`config.mk`:
```
export PLATFORM = sky130hd
export DESIGN_NAME = msxbus_host_seq
export DESIGN_NICKNAME = d
export VERILOG_FILES = /design/src/rtl/msxbus_host_seq.sv
export SDC_FILE = /design/constraint.sdc
export NUM_CORES = 1
export LEC_CHECK = 0
export CORE_MARGIN = 8
export CORE_UTILIZATION = 57
export CTS_CLUSTER_DIAMETER = 30
export DETAILED_ROUTE_END_ITERATION = 8
export PLACE_DENSITY = 0.95
export SLEW_MARGIN = 5
export SYNTH_ARGS = -nofsm -noshare
export SYNTH_HDL_FRONTEND = slang
export SYNTH_SLANG_ARGS = --single-unit
```
`constraint.sdc`:
```
create_clock -name PCLK -period 5.3 [get_ports PCLK]
set_input_delay 0.795 -clock PCLK [delete_from_list [all_inputs] [get_ports PCLK]]
set_output_delay 0.795 -clock PCLK [all_outputs]
set_load 0.05 [all_outputs]
```
`src/rtl/msxbus_host_seq.sv`:
```
// MSX link host sequencer: turns one request into a framed LCS/LCLK beat sequence
// (command, address, data, ack poll, optional fetch) and returns a single response.
module msxbus_host_seq #(
  parameter int unsigned HALF      = 2,
  parameter int unsigned TMO_BEATS = 255,
  parameter int unsigned CS_GAP    = 4
) (
  input  logic        PCLK,
  input  logic        RESET,
  input  logic        REQ_VALID,
  output logic        REQ_READY,
  input  logic [3:0]  REQ_CMD,
  input  logic        REQ_SLOT,
  input  logic        REQ_M1,
  input  logic [15:0] REQ_ADDR,
  input  logic [7:0]  REQ_WDATA,
  output logic        RSP_VALID,
  output logic [7:0]  RSP_DATA,
  output logic [1:0]  RSP_ERR,
  output logic        BUSY,
  output logic        LCS,
  output logic        LCLK,
  output logic [7:0]  LDOUT,
  output logic        LOE,
  input  logic [7:0]  LDIN
);

  localparam int unsigned PH_W  = $clog2(2 * HALF);
  localparam int unsigned GAP_W = $clog2(CS_GAP + 2);

  localparam logic [PH_W-1:0]  PH_FALL  = PH_W'(HALF - 1);
  localparam logic [PH_W-1:0]  PH_LAST  = PH_W'(2 * HALF - 1);
  localparam logic [GAP_W-1:0] GAP_LAST = GAP_W'(CS_GAP - 1);
  localparam logic [7:0]       TMO      = 8'(TMO_BEATS);

  localparam logic [1:0] ERR_OK  = 2'b00;
  localparam logic [1:0] ERR_TMO = 2'b01;
  localparam logic [1:0] ERR_CMD = 2'b10;

  typedef enum logic [2:0] {
    S_IDLE,
    S_CS_SETUP,
    S_SEND,
    S_POLL,
    S_FETCH,
    S_FINISH,
    S_CS_HOLD
  } state_t;

  typedef struct packed {
    logic [3:0]  cmd;
    logic        slot;
    logic        m1;
    logic [15:0] addr;
    logic [7:0]  wdata;
  } req_t;

  state_t            state;
  req_t              req_q;
  logic [PH_W-1:0]   ph;
  logic [1:0]        beat;
  logic [7:0]        pcnt;
  logic [GAP_W-1:0]  gcnt;
  logic              ready_q;

  logic              short_cmd;
  logic [1:0]        send_last;
  logic [1:0]        last_drv;
  logic [7:0]        cmd_byte;
  logic [7:0]        next_byte;
  logic [7:0]        pcnt_nxt;
  logic              beat_end;
  logic              beat_fall;

  function automatic logic cmd_known(input logic [3:0] c);
    logic ok;
    case (c)
      4'd1, 4'd2, 4'd3, 4'd4, 4'd5, 4'd8: ok = 1'b1;
      default:                            ok = 1'b0;
    endcase
    return ok;
  endfunction

  assign REQ_READY = ready_q && !RESET;

  // Per-transaction decode of the latched request and beat position.
  always_comb begin
    short_cmd = (req_q.cmd == 4'd5) || (req_q.cmd == 4'd8);
    send_last = short_cmd ? 2'd1 : 2'd3;
    last_drv  = short_cmd ? 2'd0 : 2'd3;
    cmd_byte  = {~req_q.m1, 2'b00, req_q.slot, req_q.cmd};
    pcnt_nxt  = pcnt + 8'd1;
    beat_end  = (ph == PH_LAST);
    beat_fall = (ph == PH_FALL);
    case (beat)
      2'd0:    next_byte = req_q.addr[7:0];
      2'd1:    next_byte = req_q.addr[15:8];
      default: next_byte = req_q.wdata;
    endcase
  end

  always_ff @(posedge PCLK) begin
    if (RESET) begin
      state     <= S_IDLE;
      req_q     <= '0;
      ph        <= '0;
      beat      <= '0;
      pcnt      <= '0;
      gcnt      <= '0;
      ready_q   <= 1'b1;
      RSP_VALID <= 1'b0;
      RSP_DATA  <= 8'h00;
      RSP_ERR   <= ERR_OK;
      BUSY      <= 1'b0;
      LCS       <= 1'b1;
      LCLK      <= 1'b1;
      LDOUT     <= 8'h00;
      LOE       <= 1'b0;
    end else begin
      RSP_VALID <= 1'b0;
      case (state)
        S_IDLE: begin
          if (REQ_VALID && ready_q) begin
            if (cmd_known(REQ_CMD)) begin
              req_q   <= '{cmd: REQ_CMD, slot: REQ_SLOT, m1: REQ_M1,
                           addr: REQ_ADDR, wdata: REQ_WDATA};
              state   <= S_CS_SETUP;
              LCS     <= 1'b0;
              BUSY    <= 1'b1;
              ready_q <= 1'b0;
            end else begin
              // Unknown command: answered immediately, link untouched.
              RSP_VALID <= 1'b1;
              RSP_DATA  <= 8'hFF;
              RSP_ERR   <= ERR_CMD;
            end
          end
        end

        S_CS_SETUP: begin
          state <= S_SEND;
          ph    <= '0;
          beat  <= '0;
          LCLK  <= 1'b1;
          LOE   <= 1'b1;
          LDOUT <= cmd_byte;
        end

        S_SEND: begin
          if (beat_end) begin
            if (beat == send_last) begin
              if (short_cmd) begin
                state     <= S_FINISH;
                LCS       <= 1'b1;
                LCLK      <= 1'b1;
                LOE       <= 1'b0;
                RSP_VALID <= 1'b1;
                RSP_DATA  <= (req_q.cmd == 4'd8) ? LDIN : 8'h00;
                RSP_ERR   <= ERR_OK;
              end else begin
                state <= S_POLL;
                ph    <= '0;
                pcnt  <= '0;
                LCLK  <= 1'b1;
              end
            end else begin
              beat <= beat + 2'd1;
              ph   <= '0;
              LCLK <= 1'b1;
              if (!short_cmd) begin
                LOE   <= 1'b1;
                LDOUT <= next_byte;
              end
            end
          end else begin
            ph <= ph + PH_W'(1);
            if (beat_fall) begin
              LCLK <= 1'b0;
              // Release the bus as the slave samples the final driven byte.
              if (beat == last_drv) LOE <= 1'b0;
            end
          end
        end

        S_POLL: begin
          if (beat_end) begin
            if (LDIN == 8'hFF) begin
              if (req_q.cmd[0]) begin
                state <= S_FETCH;
                ph    <= '0;
                LCLK  <= 1'b1;
              end else begin
                state     <= S_FINISH;
                LCS       <= 1'b1;
                LCLK      <= 1'b1;
                RSP_VALID <= 1'b1;
                RSP_DATA  <= 8'hFF;
                RSP_ERR   <= ERR_OK;
              end
            end else if (pcnt_nxt == TMO) begin
              state     <= S_FINISH;
              pcnt      <= pcnt_nxt;
              LCS       <= 1'b1;
              LCLK      <= 1'b1;
              RSP_VALID <= 1'b1;
              RSP_DATA  <= 8'hFF;
              RSP_ERR   <= ERR_TMO;
            end else begin
              pcnt <= pcnt_nxt;
              ph   <= '0;
              LCLK <= 1'b1;
            end
          end else begin
            ph <= ph + PH_W'(1);
            if (beat_fall) LCLK <= 1'b0;
          end
        end

        S_FETCH: begin
          if (beat_end) begin
            state     <= S_FINISH;
            LCS       <= 1'b1;
            LCLK      <= 1'b1;
            RSP_VALID <= 1'b1;
            RSP_DATA  <= LDIN;
            RSP_ERR   <= ERR_OK;
          end else begin
            ph <= ph + PH_W'(1);
            if (beat_fall) LCLK <= 1'b0;
          end
        end

        S_FINISH: begin
          gcnt <= '0;
          if (CS_GAP == 0) begin
            state   <= S_IDLE;
            BUSY    <= 1'b0;
            ready_q <= 1'b1;
          end else begin
            state <= S_CS_HOLD;
          end
        end

        S_CS_HOLD: begin
          if (gcnt == GAP_LAST) begin
            state   <= S_IDLE;
            BUSY    <= 1'b0;
            ready_q <= 1'b1;
          end else begin
            gcnt <= gcnt + GAP_W'(1);
          end
        end

        default: begin
          state   <= S_IDLE;
          LCS     <= 1'b1;
          LCLK    <= 1'b1;
          LOE     <= 1'b0;
          BUSY    <= 1'b0;
          ready_q <= 1'b1;
        end
      endcase
    end
  end

endmodule
```
==> run summary, run 1 <==
The flow ran to the end, and the final reports show no timing, DRC or antenna violations. The fraction of the yosys area taken by sequential cells is between 30 and 40%. The type of element launching the critical path is a flop. Together, buffers and inverters on the worst path number 0. The via count of the first global-routing pass came out at around 3,400. The wire length of the first global-routing pass is between 15 and 20 mm. For the finished layout, the period the worst path requires is ~3.3 ns. The post-detailed-placement cell area is between 4000 and 5000 um2. Leaving out fill and tap cells, the most frequent cell in the layout is sky130_fd_sc_hd__dfxtp_1. The endpoint of the worst hold-timing path is LDOUT[2]$_SDFFE_PP0P_.

The area share of xor/xnor cells in the synthesized design came out at less than 1%. The count of pins over their slew limit was 0. After floorplanning, the core was divided into 29 placement rows. Buffers placed on the I/O ports in this run total 64. In this run the most critical hold path is launched from LDOUT[2]$_SDFFE_PP0P_.

The number of hold violations in the final report came out at 0. The maximum level of the CTS H-tree is 3. The flop-to-flop setup slack is just under 2 ns. The worst path meets setup with roughly 2.0 ns of slack.

The type of the tightest min-delay check is flop to flop. The region available for standard cell placement spans 6277 um2. The average wire per cell in the routed design came out at about 17 um. The maximum net fanout on the critical path came out at 25. For the pin with the worst max-slew slack, the measured transition is just over 0.8 ns.

The number of gates resized after CTS was 0. The source-to-sink clock delay at the later pin of the worst-skew pair is ~0.36 ns. Across the VDD grid, the largest voltage drop is 0.3142 mV.

The post-synthesis area per instance is roughly 8.5 um2. The worst clock skew came out at 0.005781 ns. The routed wire length is 9.550 mm. The fraction of registers with async set or reset after synthesis came out at 0%. The synthesized netlist devotes 2.726% of its cell area to adder and majority cells.

By area, the combinational part of the netlist is dominated by compound AO/OA/AOI/OAI gates. Clock tree synthesis selected as its root buffer the cell sky130_fd_sc_hd__clkbuf_8. The number of antenna violations at the first check in global routing came out at 0. Among cell families on the critical path, the largest total delay comes from simple AND/OR/NAND/NOR gates. The worst pin sits at a relative slew slack of 45.61%. Counting buffers and inverters, the worst setup path is 6 cells deep. The synthesized instance count came out at 433. Setup repair after global routing left no endpoint under its margin. Summing every instance area after synthesis gives around 3700 um2. The area share of and/or/nand/nor cells after synthesis came out at between 20% and 30%. The maximum clock frequency is slightly above 0.3 GHz. The final RePlAce weighted congestion is around 0.92.

Measured on the finished design, the core utilization comes to between 70% and 80%. The via count normalized by instance count came out at a little over 6. In the final timing run, aggregate negative setup slack is 0 ns. The total overflow left after global routing is 0. For the worst flop-to-flop path, the logic depth is 6.

The HPWL reported at the end of detailed placement came out at roughly 6.8 mm. The final critical-path share of the clock period came out at 62.51%. The arrival time at the worst endpoint came out at 3.56 ns. The register bit total from synthesis is 72. The overall die height came out at between 90 and 100 um.

The starting density of the core is roughly three fifths. Cells with a size suffix above 1 make up ~5.4% of the layout. The critical path class is flop to flop.

STA puts the critical path data required time at ~5.5 ns. The finished cells cover 4449 um2. The number of failing setup endpoints in the final timing report is 0. The count of unresolved DRC violations after routing is 0. The deepest clock path buffer count is 2. Before antenna repair, the detailed router went through 5 iterations. The area of the die came out at roughly 9300 um2.

In this run the critical register-to-register path is launched from state[1]$_SDFFE_PP0P_. The top-level I/O count is 65. Yosys printed 0 warnings. The endpoint of the lowest-slack register-to-register path is RSP_ERR[0]$_SDFFE_PP0P_. The net count after synthesis came out at 482.

The number of flops mapped to enable cells by yosys came out at 0. The clock net sink count came out at 72. The total CTS buffers came out at 9. The overall routing resource usage came out at 21.31%. In this run, the number of DRC markers left after iteration 0 of detailed routing was roughly 240. Counting instances, the worst hold path has a depth of 2.

0 antenna diodes ended up in the layout. The multiplexer share of the synthesized area is ~8.9%. STA classifies the critical path endpoint as a flop. The leakage power summed over all cells came out at around 1.5 nW. The overall die width came out at just under 100 um. The library cells used most frequently in the layout, excluding fill and tap cells, are sky130_fd_sc_hd__dfxtp_1 (72), sky130_fd_sc_hd__nor2_1 (63), sky130_fd_sc_hd__clkdlybuf4s50_1 (63), sky130_fd_sc_hd__nand2_1 (36), sky130_fd_sc_hd__a21oi_1 (35).

The clock-pin slew on the worst setup and hold paths is approximately 0.07 ns. The count of distinct cell types in the synthesized netlist came out at approximately 60. For this run, the leading register cell type out of synthesis is sky130_fd_sc_hd__dfxtp_1.

The cell with the biggest individual delay on the critical path is sky130_fd_sc_hd__dfxtp_1. The post-synthesis to final-layout area growth came out at 21.16%. Prior to clock tree synthesis, the placed netlist has a worst setup slack of 2.015 ns. TritonCTS built the clock tree. The post-route antenna net violation count came out at 0. Entering global routing, the biggest net connects just over 70 pins.

The net count of the finished layout is 530. The total of hold buffers inserted after clock tree synthesis came out at 0. The share of the synthesized area in compound gates (AO/OA/AOI/OAI) is 23.37%. The vias after detailed routing is 3,458. Traced cell by cell, the critical path runs through nor2b_1, nand2_1, a211oi_2, a41oi_4, and3_1, mux2_4. The post-CTS setup buffer count is 0.

The total power divided by cell area is 409.3 nW/um2. The number of max-cap violations is 0. For this run, the slowest stage of the critical path takes 0.85 ns.
area by class of cell:
type | instances | area, um2
clock buffer | 12 | 155.1
timing repair buffer | 66 | 650.6
clock inverter | 1 | 5.005
inverter | 9 | 33.78
multi-input combinational | 323 | 2067
fill | 487 | 1828
sequential | 72 | 1441
tap | 77 | 96.34
flip-flops by register name, summed over array words and instances, names as in the netlist, 3 cells and up:
signal,cells
gcnt,3
state,3
cmd_byte,5
RSP_DATA,8
req_q,25
pcnt,8
LDOUT,8
cell usage after synthesis (all sizes together), types with 4 or more instances:
master | instances | share of area (%)
nand2b | 5 | 0.85
o2111ai | 5 | 1.2
ha | 8 | 2.7
a211o | 4 | 0.95
nor2b | 7 | 1.2
dfxtp | 72 | 39
a31oi | 12 | 2.0
nor3 | 9 | 1.4
a21oi | 36 | 5.0
mux2i | 31 | 8.4
nand2 | 36 | 3.7
a22oi | 14 | 2.9
inv | 9 | 0.92
clkbuf | 19 | 1.9
a211oi | 15 | 3.2
buf | 10 | 1.6
or3 | 6 | 1.0
o21ai | 13 | 1.8
nand3 | 14 | 1.9
nor2 | 63 | 6.4
through the flow:
step                      hold slack (ns)  total power, mW  instances
final                              0.4589            1.821        560
after floorplan                    0.4602            1.254        433
after global routing               0.4824            1.911        560
after global placement             0.4467            1.420        547
after CTS                          0.4645            1.817        560
after detailed placement           0.4489            1.445        547
report_power, final:
group          switching [mW]  internal, mW  total [mW]
logic                   0.473         0.274       0.747
clock network           0.188         0.187       0.375
registers              0.0843         0.615       0.700
total                   0.745          1.08        1.82
worst register-to-register path, stage by stage (launching register included):
cell	delay, ns
sky130_fd_sc_hd__dfxtp_1	0.85
sky130_fd_sc_hd__nor2b_1	0.61
sky130_fd_sc_hd__nand2_1	0.34
sky130_fd_sc_hd__a211oi_2	0.54
sky130_fd_sc_hd__a41oi_4	0.14
sky130_fd_sc_hd__and3_1	0.39
sky130_fd_sc_hd__mux2_4	0.33
metal layers:
layer | vias up | track usage (%) | wire length [um]
met3 | 31 | 5.538 | 837
li1 | 1676 | - | -
met5 | - | 0 | 0
met2 | 153 | 35.47 | 4610
met1 | 1598 | 23.70 | 3754
met4 | 0 | 13.57 | 347
logic make-up (layout without fill, tap and decap cells):
family,count (synthesis),count (layout)
simple gates,158,158
compound gates,123,123
flops,72,72
buf+inv,38,88
mux,32,32
fa+ha+maj,8,8
xor+xnor,2,2
worst max path at each step:
stage,from,end
detailed placement,LDIN[6],RSP_ERR[0]$_SDFFE_PP0P_
global route,state[1]$_SDFFE_PP0P_,RSP_DATA[3]$_SDFFE_PP0P_
floorplan,RESET,REQ_READY
CTS,state[1]$_SDFFE_PP0P_,RSP_ERR[0]$_SDFFE_PP0P_
finish,state[1]$_SDFFE_PP0P_,RSP_ERR[0]$_SDFFE_PP0P_
global placement,REQ_CMD[3],RSP_ERR[0]$_SDFFE_PP0P_
Power figures use the tool's default switching activity.
==> run 2: changes to the inputs <==
Settings changed: CORE_UTILIZATION 57 to 53, PLACE_DENSITY 0.95 to 0.92.
Clock period 5.3 ns to 3.4 ns, I/O delays scaled along.
==> run 2 against run 1 <==
  * Via count increased by 1.5%
  * Final cell count up 2.5%
  * Die area grew 6.3%
  * Worst hold slack improved by 0.0021 ns
  * Critical path type unchanged
==> run summary, run 2 (synthesis results as in run 1) <==
The port buffer count came out at 64 (unchanged). The placement row count was 30 (was 29). The number of failing setup endpoints in the final timing report came out at 0 (unchanged).

The endpoint class of the critical path is a flop (unchanged). The final net count is 538 (was 530). The clock net sink count is 72 (unchanged). The peak ir drop on the vdd network was 0.3195 mV (was 0.3142 mV). The total power divided by cell area came out at 681.0 nW/um2 (was 409.3 nW/um2). The most common library cell in the layout ignoring fill and taps was sky130_fd_sc_hd__dfxtp_1 (unchanged). The startpoint of the tightest hold check path is LDOUT[7]$_SDFFE_PP0P_ (was LDOUT[2]$_SDFFE_PP0P_).

The area of the die is 9849 um2 (was 9267 um2). The critical path launch point is cmd_byte[0]$_SDFFE_PP0P_ (was state[1]$_SDFFE_PP0P_). The HPWL reported at the end of detailed placement came out at 6.971 mm (was 6.780 mm).

The type of the tightest min-delay check is flop to flop (unchanged). Result of the run: finished, final reports clean (unchanged). The critical path class is flop to flop (unchanged). The filler cell count in the final layout came out at 527 (was 487). The met2 usage in global routing is 32.13% (was 35.47%). The number of iterations in the first detailed-routing pass came out at 5 (unchanged). The via count normalized by instance count came out at 6.115 (was 6.175).

The summed negative setup slack over all endpoints came out at 0 ns (unchanged). The post-layout instance count excluding filler cells is 574 (was 560). The cell at the root of the clock tree is sky130_fd_sc_hd__clkbuf_8 (unchanged). The clock period minus worst slack is 2.743 ns (was 3.313 ns).

The critical path buffer and inverter count is 0 (unchanged). The core area came out at 6756 um2 (was 6277 um2). The via count of the first global-routing pass came out at 3,395 (was 3,361). The overall die height is 99.24 um (was 96.27 um).

The overall routing resource usage came out at 20.23% (was 21.31%). The final RePlAce weighted congestion is 0.9321 (was 0.9210). The cell type group with the largest total delay on the critical path is simple AND/OR/NAND/NOR gates (unchanged).

The deepest clock path buffer count is 2 (unchanged). The post-synthesis to final-layout area growth is 25.52% (was 21.16%). The busiest layer in global routing was met2 (unchanged). The count of routing violations after the opening detailed-route iteration is 245 (was 243). The number of hold violations in the final report was 0 (unchanged). The final critical-path share of the clock period was 80.67% (was 62.51%). The remaining global-route overflow came out at 0 (unchanged).

The average wire per cell in the routed design came out at 16.86 um (was 17.05 um). The source-to-sink clock delay at the later pin of the worst-skew pair came to 0.36 ns (about the same). The total of hold buffers inserted after clock tree synthesis was 0 (unchanged). Commonest cells after routing, fill and taps aside: sky130_fd_sc_hd__dfxtp_1 (72), sky130_fd_sc_hd__nor2_1 (63), sky130_fd_sc_hd__clkdlybuf4s50_1 (63), sky130_fd_sc_hd__nand2_1 (36), sky130_fd_sc_hd__a21oi_1 (35) (unchanged). The post-cts sizing count is 0 (unchanged). The clock-pin slew on the worst setup and hold paths came out at 0.08 ns (was 0.07 ns). The clock tree from TritonCTS is yes (unchanged).

The cell with the biggest individual delay on the critical path is sky130_fd_sc_hd__or4b_1 (was sky130_fd_sc_hd__dfxtp_1). The routed wire length is 9.677 mm (was 9.550 mm). The placed cell count came to 558 (was 547).

The arrival time at the worst endpoint came out at 3.00 ns (was 3.56 ns). The count of pins over their slew limit came out at 0 (unchanged). The met3 routing resource usage after global routing came out at 6.425% (was 5.538%).

The register name with the most flops is req_q (unchanged). The maximum clock frequency is 0.3646 GHz (was 0.3018 GHz). The leakage power summed over all cells is 1.581 nW (was 1.501 nW). The starting density of the core is 54.35% (was 58.50%).

The flip-flop count of the largest register, all copies and words added was 25 (unchanged). The number of antenna diodes is 0 (unchanged). The origin of the critical flop-to-flop path is cmd_byte[0]$_SDFFE_PP0P_ (was state[1]$_SDFFE_PP0P_).

The largest net degree at the start of global routing is 72 (unchanged). The transition time of the tightest slew-check pin came out at 0.7524 ns (was 0.8147 ns). The maximum single-stage delay on the critical path came to 0.66 ns (was 0.85 ns).

The post-CTS setup buffer count came to 0 (unchanged). The wire length of the first global-routing pass is 16.33 mm (was 15.53 mm). Critical Path, Cell by Cell: or4b_1, a21oi_2, a211oi_2, a41oi_4, and3_1, mux2_4 (was nor2b_1, nand2_1, a211oi_2, a41oi_4, and3_1, mux2_4). The number of antenna violations at the first check in global routing came out at 0 (unchanged). The relative slew slack came out at 49.84% (was 45.61%). The top-level I/O count is 65 (unchanged).

The critical path data required time came to 3.66 ns (was 5.54 ns). The vias after detailed routing is 3,510 (was 3,458). The type of element launching the critical path was a flop (unchanged). The number of max-cap violations came to 0 (unchanged). The worst clock skew is 0.01004 ns (was 0.005781 ns).

The maximum level of the CTS H-tree is 3 (unchanged). The maximum net fanout on the critical path came out at 11 (was 25). The met1 routing resource usage after global routing was 23.30% (was 23.70%). The post-route antenna net violation count came out at 0 (unchanged). The count of unresolved DRC violations after routing is 0 (unchanged). The overall die width came out at 99.24 um (was 96.27 um). RSZ-0062 raised after global routing: no (unchanged). The fraction of final layout cells sized beyond drive strength 1 is 7.490% (was 5.383%).

The total CTS buffers was 9 (unchanged).
run 2: final cells by class:
type / instances / area, um2 / area share (%)
multi-input cells: 323 / 2067 / 44.84
flip-flops and latches: 72 / 1441 / 31.27
repair buffers: 74 / 723.2 / 15.69
clock buffers: 10 / 127.6 / 2.769
clock inverters: 6 / 116.4 / 2.524
well taps: 80 / 100.1 / 2.172
inverters: 9 / 33.78 / 0.7329
run 2: metal layers:
metal  vias up  wire length, um
met1      1634             4121
met2       149             4531
met3        29              725
met5         -                0
met4         0              299
li1       1698                -
run 2: tightest hold or removal path, cell delays in order, from the launching register on:
cell	delay (ns)
sky130_fd_sc_hd__dfxtp_1	0.31
sky130_fd_sc_hd__nand2_1	0.05
sky130_fd_sc_hd__a21oi_1	0.05
run 2: worst paths after layout:
| path | to | slack [ns] | cells after the start |
|---|---|---|---|
| worst max-delay path | RSP_ERR[0]$_SDFFE_PP0P_ | 0.66 | 6 |
| worst min-delay path | LDOUT[7]$_SDFFE_PP0P_ | 0.46 | 2 |
| worst max register to register | RSP_ERR[0]$_SDFFE_PP0P_ | 0.66 | 6 |
| worst min register to register | LDOUT[7]$_SDFFE_PP0P_ | 0.46 | 2 |
run 2: per-stage QoR:
step / worst slack (ns) / power [mW] / util, % / cell area, um2 / hold WS [ns]
after detailed placement: 0.3881 / 2.297 / 64.61 / 4365 / 0.4551
after global routing: 0.5063 / 3.294 / 68.22 / 4609 / 0.4909
after CTS: 0.6875 / 3.132 / 68.22 / 4609 / 0.4667
after global placement: 0.4689 / 2.270 / 64.61 / 4365 / 0.4486
final: 0.6572 / 3.139 / 68.22 / 4609 / 0.4610
after floorplan: 1.070 / 1.955 / - / 3672 / 0.4602
run 2: power by group:
part           switching [mW]  internal (mW)
clock network           0.346          0.493
logic                   0.798          0.470
registers              0.0740          0.958
total                    1.22           1.92
==> run 3: changes to the inputs <==
Settings changed: CORE_UTILIZATION 53 to 48, PLACE_DENSITY 0.92 to 0.89.
Clock period 3.4 ns to 2.4 ns, I/O delays scaled along.
==> run 3 against run 2 <==
  * Final area grew 4.5%
  * Clock-buffer cell count grew 1
  * Utilization shrank 4.6 points
  * Sequential power grew 45%
  * Clock power grew 23%
  * Critical path depth is the same
  * Die area grew 8.7%
  * Critical endpoint unchanged
==> run summary, run 3 (synthesis results as in run 1) <==
The peak ir drop on the vdd network is 0.4270 mV (was 0.3195 mV). The deepest clock path buffer count came out at 2 (unchanged). The count of pins over their slew limit is 0 (unchanged). The overall die height is 103.5 um (was 99.24 um). The share of total power in the clock network came out at 23.2% (was 26.7%). The filler cell count in the final layout came out at 596 (was 527). The worst clock skew is 0.01104 ns (was 0.01004 ns).

The total CTS buffers came out at 9 (unchanged). The number of iterations in the first detailed-routing pass was 4 (was 5). The overall routing resource usage came out at 19.96% (was 20.23%). The cell at the root of the clock tree was sky130_fd_sc_hd__clkbuf_8 (unchanged).

Result of the run: finished, final reports clean (unchanged). The summed negative setup slack over all endpoints is 0 ns (unchanged). The number of antenna violations at the first check in global routing is 0 (unchanged).

The via count of the first global-routing pass came to 3,613 (was 3,395). The top-level I/O count is 65 (unchanged). The clock tree from TritonCTS is yes (unchanged). The core area came to 7567 um2 (was 6756 um2). The HPWL reported at the end of detailed placement came out at 7.445 mm (was 6.971 mm). The port buffer count was 64 (unchanged). The slack of the critical path was 0.1131 ns (was 0.6572 ns). The count of unresolved DRC violations after routing is 0 (unchanged). The endpoint class of the critical path is a flop (unchanged).

The post-synthesis to final-layout area growth is 31.18% (was 25.52%). The final net count is 559 (was 538). The via count normalized by instance count came out at 5.864 (was 6.115). The total chip power came out at 4.445 mW (was 3.139 mW).

The final critical-path share of the clock period is 95.29% (was 80.67%). The placement row count came out at 32 (was 30). The cell-internal power came out at 2.662 mW (was 1.921 mW). The source-to-sink clock delay at the later pin of the worst-skew pair came to 0.36 ns (about the same).

Critical Path, Cell by Cell: or4b_1, a21oi_2, a211oi_4, a41oi_4, and3_1, mux2_4 (was or4b_1, a21oi_2, a211oi_2, a41oi_4, and3_1, mux2_4). The total of hold buffers inserted after clock tree synthesis is 0 (unchanged). The register name with the most flops is req_q (unchanged).

The critical path data required time is 2.65 ns (was 3.66 ns). The final RePlAce weighted congestion came to 0.8829 (was 0.9321). The number of failing setup endpoints in the final timing report is 0 (unchanged).

The area of the die is 10,710 um2 (was 9849 um2). The total power divided by cell area is 922.7 nW/um2 (was 681.0 nW/um2). The flip-flop count of the largest register, all copies and words added came out at 25 (unchanged).

The maximum single-stage delay on the critical path came to 0.62 ns (was 0.66 ns). Commonest cells after routing, fill and taps aside: sky130_fd_sc_hd__dfxtp_1 (72), sky130_fd_sc_hd__nor2_1 (62), sky130_fd_sc_hd__clkdlybuf4s50_1 (62), sky130_fd_sc_hd__nand2_1 (36), sky130_fd_sc_hd__a21oi_1 (35) (was sky130_fd_sc_hd__dfxtp_1 (72), sky130_fd_sc_hd__nor2_1 (63), sky130_fd_sc_hd__clkdlybuf4s50_1 (63), sky130_fd_sc_hd__nand2_1 (36), sky130_fd_sc_hd__a21oi_1 (35)). The number of antenna diodes came out at 0 (unchanged). The arrival time at the worst endpoint is 2.54 ns (was 3.00 ns). The type of the tightest min-delay check is flop to flop (unchanged). The vias after detailed routing is 3,618 (was 3,510). The count of routing violations after the opening detailed-route iteration came out at 240 (was 245). The starting density of the core came out at 48.53% (was 54.35%). The number of max-cap violations is 0 (unchanged).

The overall die width is 103.5 um (was 99.24 um). The relative slew slack is 62.01% (was 49.84%). The clock net sink count came to 72 (unchanged). The most common library cell in the layout ignoring fill and taps is sky130_fd_sc_hd__dfxtp_1 (unchanged). The post-route antenna net violation count came to 0 (unchanged). The average wire per cell in the routed design came to 16.60 um (was 16.86 um).

The leakage power summed over all cells came out at 1.674 nW (was 1.581 nW). The largest net degree at the start of global routing is 45 (was 72). The switching share of power came out at 40.12% (was 38.80%).

The share of power burned in combinational logic is 43.3% (was 40.4%). The routed wire length is 10.24 mm (was 9.677 mm). The net switching component of the power came out at 1.783 mW (was 1.218 mW). The transition time of the tightest slew-check pin came out at 0.5699 ns (was 0.7524 ns).

The maximum level of the CTS H-tree came out at 3 (unchanged). The cell with the biggest individual delay on the critical path is sky130_fd_sc_hd__or4b_1 (unchanged). The maximum clock frequency came out at 0.4373 GHz (was 0.3646 GHz). The type of element launching the critical path is a flop (unchanged). The post-layout instance count excluding filler cells is 617 (was 574).

The clock-pin slew on the worst setup and hold paths came out at 0.08 ns (about the same). The final hold slack came to 0.4622 ns (was 0.4610 ns). The placed cell count came out at 600 (was 558). The wire length of the first global-routing pass came to 16.82 mm (was 16.33 mm). The maximum net fanout on the critical path came to 6 (was 11). The fraction of final layout cells sized beyond drive strength 1 came to 12.82% (was 7.490%).

The clock period minus worst slack was 2.287 ns (was 2.743 ns). The number of hold violations in the final report was 0 (unchanged). The critical path class was flop to flop (unchanged). The remaining global-route overflow was 0 (unchanged).

The pre-CTS worst setup slack came to -0.1203 ns (was 0.3881 ns). The sequential group share of total power came out at 33.5% (was 32.9%).
## run 3: path summary, 6_finish.rpt
kind / start / end / slack [ns] / depth (start not counted)
setup / recovery: cmd_byte[0]$_SDFFE_PP0P_ / RSP_ERR[0]$_SDFFE_PP0P_ / 0.11 / 6
hold / removal: LDOUT[7]$_SDFFE_PP0P_ / LDOUT[7]$_SDFFE_PP0P_ / 0.46 / 2
setup reg to reg: cmd_byte[0]$_SDFFE_PP0P_ / RSP_ERR[0]$_SDFFE_PP0P_ / 0.11 / 6
hold reg to reg: LDOUT[7]$_SDFFE_PP0P_ / LDOUT[7]$_SDFFE_PP0P_ / 0.46 / 2
## run 3: power by group through the flow
stage	Clock (mW)	Combinational, mW	Sequential [mW]
after floorplan	0	0.977	1.79
after global placement	0	1.81	1.50
after detailed placement	0	1.86	1.51
after CTS	1.04	1.87	1.49
after global routing	1.09	2.08	1.51
final	1.03	1.92	1.49
## run 3: area by class of cell
type	instances	area, um2	area share (%)
clock inverters	5	62.56	1.299
clock buffers	11	151.4	3.143
well taps	102	127.6	2.649
flip-flops and latches	72	1441	29.92
repair buffers	95	890.9	18.49
inverters	9	33.78	0.7013
multi-input cells	323	2110	43.79
## run 3: stage by stage
stage               utilization, %  area [um2]
floorplan                        -        3672
global placement             60.17        4553
detailed placement           60.17        4553
CTS                          63.06        4772
global route                 63.66        4817
finish                       63.66        4817
## run 3: repair_timing
action / 4_1_cts / 5_1_grt
setup endpoints to repair: 1 / 14
gates cloned: 0 / 0
gates resized for setup: 1 / 8
pin swaps: 0 / 1
setup buffers: 0 / 1
## run 3: metal layers
| layer | global-route usage, % | vias up | share of wire, % |
|---|---|---|---|
| met3 | 4.217 | 25 | 7.7 |
| met2 | 33.53 | 150 | 48 |
| met4 | 10.01 | 0 | 2.2 |
| li1 | - | 1736 | - |
| met1 | 23.52 | 1707 | 42 |
| met5 | 0 | - | 0 |
## run 3: worst max-delay path: cells and delay by family (launching register included)
kind / cells / cell delay (ns)
AND/OR/NAND/NOR: 2 / 0.86
flip-flops: 1 / 0.38
multiplexers: 1 / 0.31
AO/OA/AOI/OAI: 3 / 0.63
